$ cat config.mk
export PLATFORM = sky130hd
export DESIGN_NAME = seq_frame_tx_1101
export DESIGN_NICKNAME = d
export VERILOG_FILES = /design/src/rtl/seq_frame_tx_1101.sv
export SDC_FILE = /design/constraint.sdc
export NUM_CORES = 1
export LEC_CHECK = 0
export ABC_AREA = 1
export BUFFER_PORTS_ARGS = -buffer_cell sky130_fd_sc_hd__buf_2
export CAP_MARGIN = 5
export CORE_UTILIZATION = 50
export DETAILED_ROUTE_END_ITERATION = 12
export GPL_ROUTABILITY_DRIVEN = 0
export PLACE_DENSITY = 0.74
export SYNTH_ARGS = -nofsm -noshare
export SYNTH_HDL_FRONTEND = slang
export SYNTH_SLANG_ARGS = --single-unit
$ cat constraint.sdc
create_clock -name clk -period 1.45 [get_ports clk]
set_clock_uncertainty 0.15 [all_clocks]
set_input_delay 0.145 -clock clk [delete_from_list [all_inputs] [get_ports clk]]
set_output_delay 0.145 -clock clk [all_outputs]
set_load 0.01 [all_outputs]
$ cat src/rtl/seq_frame_tx_1101.sv
// seq_frame_tx_1101: serial 1101-preamble frame sender for the 1101 link; `SEQ_TX_PARITY_EN adds an even-parity bit.
// Latency: first preamble bit on dout the cycle after the accept edge; in_ready returns 4+DATA_W(+1)+GAP_CYCLES edges later.
// Backpressure: single word, no buffering; in_ready stays low for the whole frame and upstream must hold in_valid.
module seq_frame_tx_1101 #(
  parameter int DATA_W     = 8,
  parameter int GAP_CYCLES = 2
) (
  input  logic              clk,
  input  logic              reset_n,
  input  logic [DATA_W-1:0] in_data,
  input  logic              in_valid,
  output logic              in_ready,
  output logic              dout,
  output logic              dout_valid,
  output logic              frame_start,
  output logic              busy,
  output logic [7:0]        frame_cnt
);

  localparam int               CNT_W    = (DATA_W > 1) ? $clog2(DATA_W) : 1;
  localparam logic [CNT_W-1:0] LAST_BIT = CNT_W'(DATA_W - 1);
  localparam logic [3:0]       LAST_GAP = (GAP_CYCLES > 0) ? 4'(GAP_CYCLES - 1) : 4'd0;
  localparam logic [3:0]       PREAMBLE = 4'b1101;

  localparam logic [2:0] S_IDLE = 3'd0;
  localparam logic [2:0] S_PRE  = 3'd1;
  localparam logic [2:0] S_DATA = 3'd2;
  localparam logic [2:0] S_GAP  = 3'd3;
`ifdef SEQ_TX_PARITY_EN
  localparam logic [2:0] S_PAR  = 3'd4;
`endif

  logic [2:0]        state_q, state_d;
  logic [DATA_W-1:0] shift_q, shift_d;
  logic [1:0]        pre_cnt_q, pre_cnt_d;
  logic [CNT_W-1:0]  bit_cnt_q, bit_cnt_d;
  logic [3:0]        gap_cnt_q, gap_cnt_d;
  logic [7:0]        frame_cnt_q, frame_cnt_d;
  logic              in_ready_q, in_ready_d;
  logic              dout_q, dout_d;
  logic              dout_valid_q, dout_valid_d;
  logic              frame_start_q, frame_start_d;
`ifdef SEQ_TX_PARITY_EN
  logic              parity_q, parity_d;
`endif
  logic              accept;
  logic              end_frame;

  assign accept = in_valid && in_ready_q;

  always_comb begin
    state_d       = state_q;
    shift_d       = shift_q;
    pre_cnt_d     = pre_cnt_q;
    bit_cnt_d     = bit_cnt_q;
    gap_cnt_d     = gap_cnt_q;
    frame_cnt_d   = frame_cnt_q;
    in_ready_d    = 1'b0;
    dout_d        = 1'b0;
    dout_valid_d  = 1'b0;
    frame_start_d = 1'b0;
    end_frame     = 1'b0;
`ifdef SEQ_TX_PARITY_EN
    parity_d      = parity_q;
`endif

    case (state_q)
      S_IDLE: begin
        in_ready_d = !accept;
        if (accept) begin
          // dout is registered, so the first preamble bit is launched on the accept edge itself
          state_d       = S_PRE;
          shift_d       = in_data;
          pre_cnt_d     = 2'd0;
          dout_d        = PREAMBLE[3];
          dout_valid_d  = 1'b1;
          frame_start_d = 1'b1;
`ifdef SEQ_TX_PARITY_EN
          parity_d      = ^in_data;
`endif
        end
      end

      S_PRE: begin
        dout_valid_d = 1'b1;
        if (pre_cnt_q == 2'd3) begin
          state_d   = S_DATA;
          dout_d    = shift_q[DATA_W-1];
          shift_d   = shift_q << 1;
          bit_cnt_d = '0;
        end else begin
          pre_cnt_d = pre_cnt_q + 2'd1;
          dout_d    = PREAMBLE[~pre_cnt_d];
        end
      end

      S_DATA: begin
        if (bit_cnt_q != LAST_BIT) begin
          dout_d       = shift_q[DATA_W-1];
          dout_valid_d = 1'b1;
          shift_d      = shift_q << 1;
          bit_cnt_d    = bit_cnt_q + 1'b1;
        end else begin
`ifdef SEQ_TX_PARITY_EN
          state_d      = S_PAR;
          dout_d       = parity_q;
          dout_valid_d = 1'b1;
`else
          end_frame    = 1'b1;
`endif
        end
      end

`ifdef SEQ_TX_PARITY_EN
      S_PAR: begin
        end_frame = 1'b1;
      end
`endif

      S_GAP: begin
        if (gap_cnt_q == LAST_GAP) begin
          state_d    = S_IDLE;
          in_ready_d = 1'b1;
        end else begin
          gap_cnt_d = gap_cnt_q + 4'd1;
        end
      end

      default: begin
        state_d = S_IDLE;
      end
    endcase

    // Leaving the last valid bit: count the frame, then idle gap (or straight to IDLE when there is none)
    if (end_frame) begin
      frame_cnt_d = frame_cnt_q + 8'd1;
      gap_cnt_d   = 4'd0;
      if (GAP_CYCLES == 0) begin
        state_d    = S_IDLE;
        in_ready_d = 1'b1;
      end else begin
        state_d = S_GAP;
      end
    end
  end

  always_ff @(posedge clk or negedge reset_n) begin
    if (!reset_n) begin
      state_q       <= S_IDLE;
      shift_q       <= '0;
      pre_cnt_q     <= 2'd0;
      bit_cnt_q     <= '0;
      gap_cnt_q     <= 4'd0;
      frame_cnt_q   <= 8'd0;
      in_ready_q    <= 1'b0;
      dout_q        <= 1'b0;
      dout_valid_q  <= 1'b0;
      frame_start_q <= 1'b0;
`ifdef SEQ_TX_PARITY_EN
      parity_q      <= 1'b0;
`endif
    end else begin
      state_q       <= state_d;
      shift_q       <= shift_d;
      pre_cnt_q     <= pre_cnt_d;
      bit_cnt_q     <= bit_cnt_d;
      gap_cnt_q     <= gap_cnt_d;
      frame_cnt_q   <= frame_cnt_d;
      in_ready_q    <= in_ready_d;
      dout_q        <= dout_d;
      dout_valid_q  <= dout_valid_d;
      frame_start_q <= frame_start_d;
`ifdef SEQ_TX_PARITY_EN
      parity_q      <= parity_d;
`endif
    end
  end

  assign in_ready    = in_ready_q;
  assign dout        = dout_q;
  assign dout_valid  = dout_valid_q;
  assign frame_start = frame_start_q;
  assign busy        = (state_q != S_IDLE);
  assign frame_cnt   = frame_cnt_q;

endmodule

Yosys cells after proc, flatten, opt, wreduce, memory -nomap -nowiden --
Cells that the tools add are included. Widths: inputs -> output; s select.
Word-level totals: register bits after elaboration 32, bits of input ports 11, word-level logic and storage cells 75
Cells by class: $add $sub $neg 4, magnitude comparators 1, equal/unequal tests 15, multiplexer cells 31, bitwise operators 1, reductions and logical operators 13
Operators with widths (number):
- $mux 8 | 3
- $pmux 8 s3 | 1
- $mux 3 | 6
- $mux 4 | 3
- $ne 2x2->1 const B | 6
- $ne 3x3->1 const B | 4
- $pmux 3 s4 | 1
- $mux 1 | 9
- $add 8x1->8 const B | 1
- $reduce_and 4->1 | 2
- $eq 3x2->1 const B | 2
- $pmux 1 s3 | 2
- $pmux 3 s2 | 1
- $reduce_and 3->1 | 2
- $reduce_bool 2->1 | 3
- $reduce_bool 3->1 | 2
- $add 4x1->4 const B | 1
- $eq 4x1->1 const B | 1
- $mux 2 | 2
- $pmux 2 s2 | 1
- $add 3x1->3 const B | 1
- $eq 3x1->1 const B | 1
- $logic_not 3->1 | 1
- $lt 2x3->1 const B | 1
- 8 further kinds | 8

Longest topological paths before layout --
Gate-level depths: netlist (run 1).
word-level depth 6, mapped depth 9, gate-level depth less buffers 9

Worst setup path before layout (run 1) --
Ideal clock, no wire load.
kind register -> register, start register bit_cnt_q[0], end register state_q[0], arrival time 1.274 ns, data required time 1.182 ns, setup slack -0.092 ns, cell stages (with the launch flop) 8, buffers on the path 1, path through dfrtp_1 -> ha_1 -> ha_1 -> nand2_4 -> buf_2 -> nand2_1 -> nand4_1 -> nand2_1
On the way: word-level cells in the longest chain between the ends 5, elaborated cells between the ends (all ways) 9, those cells by class eq/ne: 5; mux: 3; reduce/logical: 1
Ends and longest elaborated chain:
- start: declaration | line 36 | logic [CNT_W-1:0] bit_cnt_q, bit_cnt_d;
- start signal: assignment | line 166 | bit_cnt_q <= bit_cnt_d;
- $ne 3x3->1 * | line 98 | if (bit_cnt_q != LAST_BIT) begin
- $mux 1 * | line 98
- $mux 1 * | line 67 | case (state_q)
- $ne 3x3->1 (no source line) / $ne 2x2->1 (equally long branches)
- $reduce_and 4->1 (no source line)
- end signal: assignment | line 163 | state_q <= state_d;
- end: declaration | line 33 | logic [2:0] state_q, state_d;
Mark *: on every way between the ends. The rest lies on a longest branch, timed or not. A chain may end at the register's enable or synchronous reset.

Final worst setup path (run 1) --
start register state_q[1], end register shift_q[3]
On the way: word-level cells in the longest chain between the ends 3, elaborated cells between the ends (all ways) 9, those cells by class eq/ne: 5; mux: 1; reduce/logical: 3
Ends and longest elaborated chain:
- $eq 3x2->1, or another cell as far along | line 67
- $ne 2x2->1 (no source line) / $reduce_bool 3->1 (equally long branches)
- $reduce_and 4->1 (no source line)
- end signal: assignment | line 164 | shift_q <= shift_d;
- end: declaration | line 34 | logic [DATA_W-1:0] shift_q, shift_d;
Parallel ways exist; a longest one is shown, timed or not.

==> qor.txt, run 1 <==
slew margin rel.: 73.3%
Worst-Skew Late Latency: 0.35 ns
sequential-to-total area share from yosys stat: 46.3%
most frequent cells in the layout: 31 x dfrtp_1, 28 x nand2_1, 28 x buf_4, 22 x buf_2, 12 x nand2_2
clk sinks: 31
critical path depth in cells: 9
synthesized area per cell: 9.41 um2
dpl cells: 262
post-synthesis cell count: 178
Peak VDD IR: 1360 uV
WL/cell: 16.8 um
# rows: 20
most common cell after layout, fill and taps aside: dfrtp_1
final cell utilization of the core: 81.4%
worst slew pin tran: 0.400 ns
Non-Filler Instances: 295
first-pass GRT wire length: 7.33 mm
Seq cells post-synth: 31
area of the core: 3100 um2
Max Fanout on Critical Path: 8
fmax: 0.589 GHz
antenna diode count: 0
Root Buffer: clkbuf_4
Chip Width: 59.9 um
status: complete, but fails checks
RSZ-0062 raised after global routing: yes
CP Class: register to register
GR Util met2: 51.9%
Yosys cell types: 30
CTS Buf Count: 5
Starting Density: 54.0%
crit-path most repeated cell: nand2_2
P&R area growth vs syn: 50.9%
via/cell ratio: 5.44
CTS tree: done
Worst EP arrival: 1.79 ns
delay-heaviest family, CP: simple AND/OR/NAND/NOR gates
met1 GRT Util: 31.9%
mapped cell area: 1670 um2
yosys warns: 0
layer with the highest usage: met2
crit path cell chain: inv_2, ha_4, buf_4, nand2_2, nand2_2, inv_4, nand3_4, nand2_2, o21ai_2
Critical Path End Type: register
Worst path slowest cell: dfrtp_1
H-tree depth: 2
P_leak: 1.28 nW
aggregate global-route resource usage: 29.1%
area of the multi-input gates: 1010 um2
I/O Buffers: 23
hpwl dp: 2.53 mm
vias in the first global route: 1606
Tcrit/Tclk final: 117%
die area: 3580 um2
fillcell total: 180
drt pass-1 iters: 4
Final WS setup: -0.248 ns
total grt overflow: 0
fin area: 2530 um2
Max stage delay on crit path: 0.40 ns
Post-synth top flop: dfrtp_1
CTS max path bufs: 2
Hold Vio Cnt, Final: 0
Initial DRC Count: 111
required time worst endpoint: 1.55 ns
NumNets Final: 272
HP Class: primary input to async pin
Die H: 59.9 um
Max Slew Vio Count: 0
DRC errors left: 0
post-place setup slack: -0.157 ns
max-capacitance violation count: 0
cell area power density: 2040 nW/um2
Register Area: 776 um2
R2R cell count: 9
layout cells sized above 1: 52.6%
drt total wl: 4.97 mm
Final ANT Viol Nets: 0
total power: 0.00514 W
CP Buf/Inv Count: 3
Async SR Flop Fraction: 100%
Mapped Nets: 200
Clock Pin Slew Worst Setup and Hold Paths: 0.10 ns
# setup viols final: 29
EDFF count, synth: 0
initial antenna violation count: 0
I/O Pins: 24
Startpoint Class: register
failing checks: negative setup slack
largest net degree at the start of global routing: 32
Period minus WS final: 1.70 ns
via count: 1606
DP Area: 2000 um2
met3 Use GR: 9.52%
-- where the power goes --
group | leakage (nW) | internal, W | switching (W) | total (W)
Clock | 0.0482 | 0.000407 | 0.000333 | 0.000740
Sequential | 0.408 | 0.00113 | 0.000221 | 0.00135
Combinational | 0.827 | 0.00136 | 0.00170 | 0.00305
Total | 1.28 | 0.00289 | 0.00225 | 0.00514
-- metrics by stage --
step	TNS (ns)	hold WS [ns]
after floorplan	-0.0944	-0.301
after global placement	-1.35	0.0248
after detailed placement	-2.20	0.0381
after CTS	-2.63	0.207
after global routing	-5.38	0.262
final	-3.87	0.209
-- cell type report --
cell class / count / share of cell area (%)
well taps: 44 / 2.18
flip-flops and latches: 31 / 30.7
clock inverters: 2 / 1.39
inverters: 21 / 3.57
multi-input cells: 123 / 39.9
repair buffers: 68 / 20.2
clock buffers: 6 / 2.03
-- metal layers --
metal  up-vias  part of all wire, %  routed length (um)
li1        730                    -                   -
met1       773                   39                1960
met2        71                   50                2470
met3        32                  5.6                 279
met4         0                  5.2                 259
met5         -                    0                   0
-- final timing paths --
path                                         from                       end  slack, ns
min in group clk           shift_q[0]$_DFFE_PN0P_    shift_q[0]$_DFFE_PN0P_       0.36
hold reg to reg            shift_q[0]$_DFFE_PN0P_    shift_q[0]$_DFFE_PN0P_       0.36
max in group asynchronous                 reset_n  bit_cnt_q[1]$_DFFE_PN0P_       0.65
setup reg to reg           state_q[1]$_DFFE_PN0P_    shift_q[3]$_DFFE_PN0P_      -0.25
setup / recovery           state_q[1]$_DFFE_PN0P_    shift_q[3]$_DFFE_PN0P_      -0.25
hold / removal                            reset_n  frame_cnt[0]$_DFFE_PN0P_       0.21
-- sequential cells by signal (all words and copies together), names as in the netlist --
name         flops
bit_cnt_q        3
dout             1
dout_valid       1
frame_cnt        8
frame_start      1
gap_cnt_q        4
in_ready         1
pre_cnt_q        2
shift_q          8
state_q          2
-- cells in the mapped netlist (2+ instances only) --
cell type  instances  area (um2)
xnor2_1            2        17.5
ha_1              11         138
a21oi_1            5        25.0
nor2_1             8        30.0
nor2_2             2        12.5
inv_1             15        56.3
nand3_1           15        75.1
o21ai_2            8        70.1
mux2i_1            7        70.1
dfrtp_1           31         776
o21ai_1            4        20.0
a31oi_1            2        12.5
buf_2              2        10.0
inv_2              5        18.8
nand2_4            3        33.8
nand3_2            2        20.0
nand4_1            3        18.8
nand2_2            4        25.0
nand2_1           38         143
-- timing repair --
item	CTS	global route
endpoints found under the hold margin	40	0
buffers inserted	10	4
gates cloned	1	0
gates resized for setup	35	21
pin swaps	14	19
setup endpoints to repair	26	30
hold buffers	10	0
-- worst min-delay path: stages --
cell,delay (ns)
dlygate4sd3_1,0.54
buf_2,0.10
buf_4,0.36
-- cell families after synthesis --
group | Yosys count | share of synthesized area [%]
xor+xnor | 3 | 1.57
flops | 31 | 46.3
fa+ha+maj | 11 | 8.22
buf+inv | 25 | 6.73
compound gates | 23 | 9.19
simple gates | 78 | 23.8
mux | 7 | 4.19
(Power assumes the default switching activity.)
==> run 2: changes to the inputs <==
Settings changed: PLACE_DENSITY 0.74 to 0.71.
Clock period 1.45 ns to 2.19 ns, I/O delays scaled along.
==> run 2 against run 1 <==
Compared with the run above:
- wire length fell by 39%
- critical endpoint is now shift_q[1]$_DFFE_PN0P_
- the run now ends clean
- critical path type unchanged
- clock power shrank 55%
- power decreased by 54%
- highest routed layer unchanged
- clock-buffer cell count stayed put
==> qor.txt, run 2 (synthesis gave the netlist of run 1 again) <==
crit-path most repeated cell: ha_1
Starting Density: 54.0% (unchanged)
CTS tree: done
Worst-Skew Late Latency: 0.33 ns (-0.02 ns)
vias in the first global route: 1254 (-22%)
dpl cells: 241 (-8.0%)
P&R area growth vs syn: 12.7%
CTS Buf Count: 5 (unchanged)
total power: 0.00234 W (-54%)
via count: 1289 (-20%)
DRC errors left: 0 (unchanged)
Critical Path End Type: register
CP Class: register to register
RSZ-0062 raised after global routing: no
hpwl dp: 2.33 mm (-8.1%)
die area: 3580 um2 (unchanged)
Worst EP arrival: 1.85 ns (+0.06 ns)
Initial DRC Count: 52 (-53%)
via/cell ratio: 5.16 (-5.3%)
Post-CTS Setup Inserts: 0 (-10)
crit path cell chain: ha_1, ha_1, nand2_4, nand3_4, nand2_1, o21ai_2
area of the core: 3100 um2 (unchanged)
CTS max path bufs: 2 (unchanged)
slew margin rel.: 54.6% (-19 points)
drt total wl: 3.02 mm (-39%)
Tcrit/Tclk final: 81.4% (-36 points)
H-tree depth: 2 (unchanged)
Setup Total Neg Slack: 0 ns (+3.87 ns)
required time worst endpoint: 2.26 ns (+0.71 ns)
most frequent cells in the layout: 38 x nand2_1, 31 x dfrtp_1, 23 x buf_2, 15 x nand3_1, 15 x inv_1
Clock Pin Slew Worst Setup and Hold Paths: 0.09 ns (about the same)
most common cell after layout, fill and taps aside: nand2_1
largest net degree at the start of global routing: 32 (unchanged)
fillcell total: 283 (+57%)
first-pass GRT wire length: 5.22 mm (-29%)
WL/cell: 12.1 um (-28%)
Final ANT Viol Nets: 0 (unchanged)
HP Class: primary input to register
NumNets Final: 228 (-16%)
I/O Buffers: 23 (unchanged)
drt pass-1 iters: 4 (unchanged)
worst slew pin tran: 0.680 ns (+0.280 ns)
cell area power density: 1240 nW/um2 (-39%)
antenna diode count: 0 (unchanged)
Hold Vio Cnt, Final: 0 (unchanged)
I/O Pins: 24 (unchanged)
# rows: 20 (unchanged)
max-capacitance violation count: 0 (unchanged)
Period minus WS final: 1.78 ns (+0.0849 ns)
CP Buf/Inv Count: 0 (-3)
Max Slew Vio Count: 0 (unchanged)
Die H: 59.9 um (unchanged)
Non-Filler Instances: 250 (-15%)
clk sinks: 31 (unchanged)
Startpoint Class: register
initial antenna violation count: 0 (unchanged)
status: complete, no violations
fmax: 0.561 GHz (-4.8%)
delay-heaviest family, CP: simple AND/OR/NAND/NOR gates
Max stage delay on crit path: 0.40 ns (about the same)
total grt overflow: 0 (unchanged)
P_leak: 1.03 nW (-20%)
# setup viols final: 0 (-100%)
Chip Width: 59.9 um (unchanged)
Worst path slowest cell: dfrtp_1
area of the multi-input gates: 786 um2 (-22%)
layout cells sized above 1: 27.2% (-25 points)
Root Buffer: clkbuf_4
CTS resizes: 0 (-100%)
aggregate global-route resource usage: 20.0% (-9.1 points)
Max Fanout on Critical Path: 17 (+9)
Register Area: 776 um2 (unchanged)
Peak VDD IR: 697 uV (-49%)
## run 2: cell type report
type | instances | share of cell area [%]
Clock inverter | 1 | 0.265
Clock buffer | 6 | 2.72
Tap cell | 44 | 2.92
Timing Repair Buffer | 25 | 7.16
Sequential cell | 31 | 41.1
Inverter | 21 | 4.18
Multi-Input combinational cell | 122 | 41.6
## run 2: tightest hold or removal path, cell delays in order
cell and delay [ns]:
buf_2 0.07, mux2i_1 0.06, o21ai_2 0.12
## run 2: path summary, 6_finish.rpt
check,startpoint,endpoint,depth (start not counted),slack (ns)
worst max-delay path,bit_cnt_q[0]$_DFFE_PN0P_,shift_q[1]$_DFFE_PN0P_,6,0.41
worst min-delay path,in_data[1],shift_q[1]$_DFFE_PN0P_,3,0.03
worst max register to register,bit_cnt_q[0]$_DFFE_PN0P_,shift_q[1]$_DFFE_PN0P_,6,0.41
worst min register to register,bit_cnt_q[1]$_DFFE_PN0P_,bit_cnt_q[1]$_DFFE_PN0P_,2,0.34
max in group asynchronous,reset_n,frame_cnt[6]$_DFFE_PN0P_,2,1.14
min in group asynchronous,reset_n,frame_cnt[0]$_DFFE_PN0P_,2,0.31
## run 2: repair_timing
| item | CTS | global route |
|---|---|---|
| endpoints found under the hold margin | 32 | 0 |
| setup endpoints to repair | 0 | 0 |
| hold buffers | 2 | 0 |
## run 2: power breakdown
group / switching (W) / internal (W) / total, W
logic: 0.000694 / 0.000438 / 0.00113
registers: 0.000127 / 0.000747 / 0.000875
clock network: 0.000187 / 0.000148 / 0.000335
## run 2: layer usage
layer | routed length, um | share of wire, % | global-route usage, % | up-vias
met1 | 1350 | 45 | 22.8 | 606
met3 | 148 | 4.9 | 7.36 | 7
met2 | 1470 | 49 | 33.7 | 34
met4 | 55 | 1.8 | 8.31 | 0
li1 | - | - | - | 642
met5 | 0 | 0 | 0 | -
## run 2: per-stage QoR
step / worst slack, ns / cell area (um2) / util, % / hold WS (ns)
6_report: 0.407 / 1890 / 60.8 / 0.0280
5_1_grt: 0.280 / 1890 / 60.8 / 0.0283
4_1_cts: 0.404 / 1890 / 60.8 / 0.0193
3_5_place_dp: 0.421 / 1810 / 58.3 / 0.155
3_3_place_gp: 0.482 / 1810 / 58.3 / 0.135
2_1_floorplan: 0.648 / 1670 / - / -0.227
==> run 3: changes to the inputs <==
Clock period 2.19 ns to 1.7 ns, I/O delays scaled along.
==> run 3 against run 2 <==
Compared with the run above:
- combinational power is 54% higher
- core utilization is 8.5 points higher
- worst hold slack better by 0.22 ns
- critical endpoint is now busy
- highest routed layer unchanged
- largest power group unchanged
- sequential power is 30% higher
==> qor.txt, run 3 (synthesis gave the netlist of run 1 again) <==
status: complete, no violations
fillcell total: 241 (-15%)
I/O Buffers: 23 (unchanged)
most frequent cells in the layout: 38 x nand2_1, 30 x dfrtp_1, 23 x buf_2, 15 x nand3_1, 14 x inv_1
total grt overflow: 0 (unchanged)
Clk pwr share: 17.5% (+3.2 points)
CTS max path bufs: 2 (unchanged)
CP Class: register to output pin
die area: 3580 um2 (unchanged)
crit path cell chain: inv_1, ha_2, inv_2, buf_2
Switch Pwr: 0.00143 W (+42%)
post-place setup slack: -0.0173 ns (-0.438 ns)
Comb power frac: 49.8% (+1.5 points)
Setup Total Neg Slack: 0 ns (unchanged)
drt total wl: 3.29 mm (+9.0%)
slew margin rel.: 55.3% (+0.69 points)
Tcrit/Tclk final: 97.4%
Hold Vio Cnt, Final: 0 (unchanged)
Root Buffer: clkbuf_4
required time worst endpoint: 1.38 ns (-0.88 ns)
clk sinks: 31 (unchanged)
layout cells sized above 1: 33.5% (+6.3 points)
first-pass GRT wire length: 5.29 mm (+1.3%)
initial antenna violation count: 0 (unchanged)
H-tree depth: 2 (unchanged)
Startpoint Class: register
Starting Density: 54.0% (unchanged)
most common cell after layout, fill and taps aside: nand2_1
P&R area growth vs syn: 28.5%
HP Class: primary input to async pin
Final ANT Viol Nets: 0 (unchanged)
antenna diode count: 0 (unchanged)
Critical Path End Type: output pin
worst hold margin: 0.245 ns (+0.217 ns)
Die H: 59.9 um (unchanged)
internal power: 0.00205 W (+54%)
vias in the first global route: 1225 (-2.3%)
Final WS setup: 0.0434 ns (-0.364 ns)
switch share: 41.1% (-2.0 points)
Worst-Skew Late Latency: 0.33 ns (about the same)
fin area: 2150 um2 (+14%)
fmax: 0.604 GHz
area of the core: 3100 um2 (unchanged)
CTS tree: done
share of power burned in registers: 32.7% (-4.6 points)
WL/cell: 12.1 um (+0.59%)
P_leak: 1.11 nW (+8.2%)
via count: 1361 (+5.6%)
Max Fanout on Critical Path: 4 (-13)
RSZ-0062 raised after global routing: yes
worst slew pin tran: 0.670 ns (-0.0104 ns)
I/O Pins: 24 (unchanged)
# setup viols final: 0 (unchanged)
hpwl dp: 2.31 mm (-1.0%)
Max Slew Vio Count: 0 (unchanged)
Worst EP arrival: 1.34 ns (-0.51 ns)
CTS Buf Count: 5 (unchanged)
Chip Width: 59.9 um (unchanged)
via/cell ratio: 5.02 (-2.6%)
Worst path slowest cell: dfrtp_2
drt pass-1 iters: 4 (unchanged)
NumNets Final: 248 (+8.8%)
aggregate global-route resource usage: 20.3% (+0.28 points)
Max stage delay on crit path: 0.45 ns (+0.05 ns)
cell area power density: 1620 nW/um2 (+31%)
max-capacitance violation count: 0 (unchanged)
DP Area: 1860 um2 (+2.8%)
final cell utilization of the core: 69.4% (+8.5 points)
Clock Pin Slew Worst Setup and Hold Paths: 0.10 ns (about the same)
DRC errors left: 0 (unchanged)
Initial DRC Count: 59 (+13%)
Peak VDD IR: 1020 uV (+47%)
largest net degree at the start of global routing: 32 (unchanged)
Period minus WS final: 1.66 ns
# rows: 20 (unchanged)
## run 3: cell count changes in the layout (fill, tap and decap cells not counted), sizes merged
cell         before  now
buf              23   34
bufinv            0    1
dlygate4sd3       2   10
nand3            18   19
## run 3: worst max-delay path, delay by kind of cell, from the launching register on
family | cells | cell delay [ns]
DFF | 1 | 0.45
buffers and inverters | 3 | 0.32
adders and majority gates | 1 | 0.23
## run 3: through the flow
stage	cells	total power (W)
floorplan	178	0.00236
global placement	246	0.00266
detailed placement	246	0.00274
CTS	264	0.00342
global route	271	0.00377
finish	271	0.00349
## run 3: power groups by stage
stage / Sequential, W / Clock (W) / Combinational (W)
final: 0.00114 / 0.000610 / 0.00174
after global routing: 0.00117 / 0.000664 / 0.00194
after CTS: 0.00114 / 0.000625 / 0.00166
after detailed placement: 0.00114 / 0 / 0.00160
after global placement: 0.00112 / 0 / 0.00154
after floorplan: 0.00112 / 0 / 0.00124
## run 3: layer usage
| layer | up-vias | GRT usage [%] | routed length (um) |
|---|---|---|---|
| li1 | 682 | - | - |
| met1 | 650 | 25.4 | 1540 |
| met2 | 26 | 33.0 | 1610 |
| met3 | 3 | 5.41 | 122 |
| met4 | 0 | 8.31 | 17 |
| met5 | - | 0 | 0 |
## run 3: worst paths after layout
check | from | to | slack, ns | cells after the start
setup reg to reg | bit_cnt_q[0]$_DFFE_PN0P_ | dout$_DFF_PN0_ | 0.10 | 8
hold / removal | reset_n | shift_q[7]$_DFFE_PN0P_ | 0.25 | 2
max in group asynchronous | reset_n | state_q[1]$_DFFE_PN0P_ | 0.69 | 2
setup / recovery | state_q[1]$_DFFE_PN0P_ | busy | 0.04 | 4
min in group clk | shift_q[3]$_DFFE_PN0P_ | shift_q[3]$_DFFE_PN0P_ | 0.34 | 2
hold reg to reg | shift_q[3]$_DFFE_PN0P_ | shift_q[3]$_DFFE_PN0P_ | 0.34 | 2
## run 3: layout make-up
class	instances	area [um2]	share of cell area, %
Timing Repair Buffer	44	310	14.4
Inverter	21	78.8	3.66
Multi-Input combinational cell	123	845	39.2
Sequential cell	31	777	36.1
Clock buffer	6	51.3	2.38
Tap cell	44	55.1	2.56
Clock inverter	2	35.0	1.63
## run 3: timing repair
item | 4_1_cts | 5_1_grt
endpoints found under the hold margin | 40 | 0
hold buffers | 10 | 0
gates cloned | 0 | 1
pin swaps | 3 | 2
resized for setup | 7 | 4
setup buffers | 0 | 6
endpoints found under the setup margin | 8 | 15
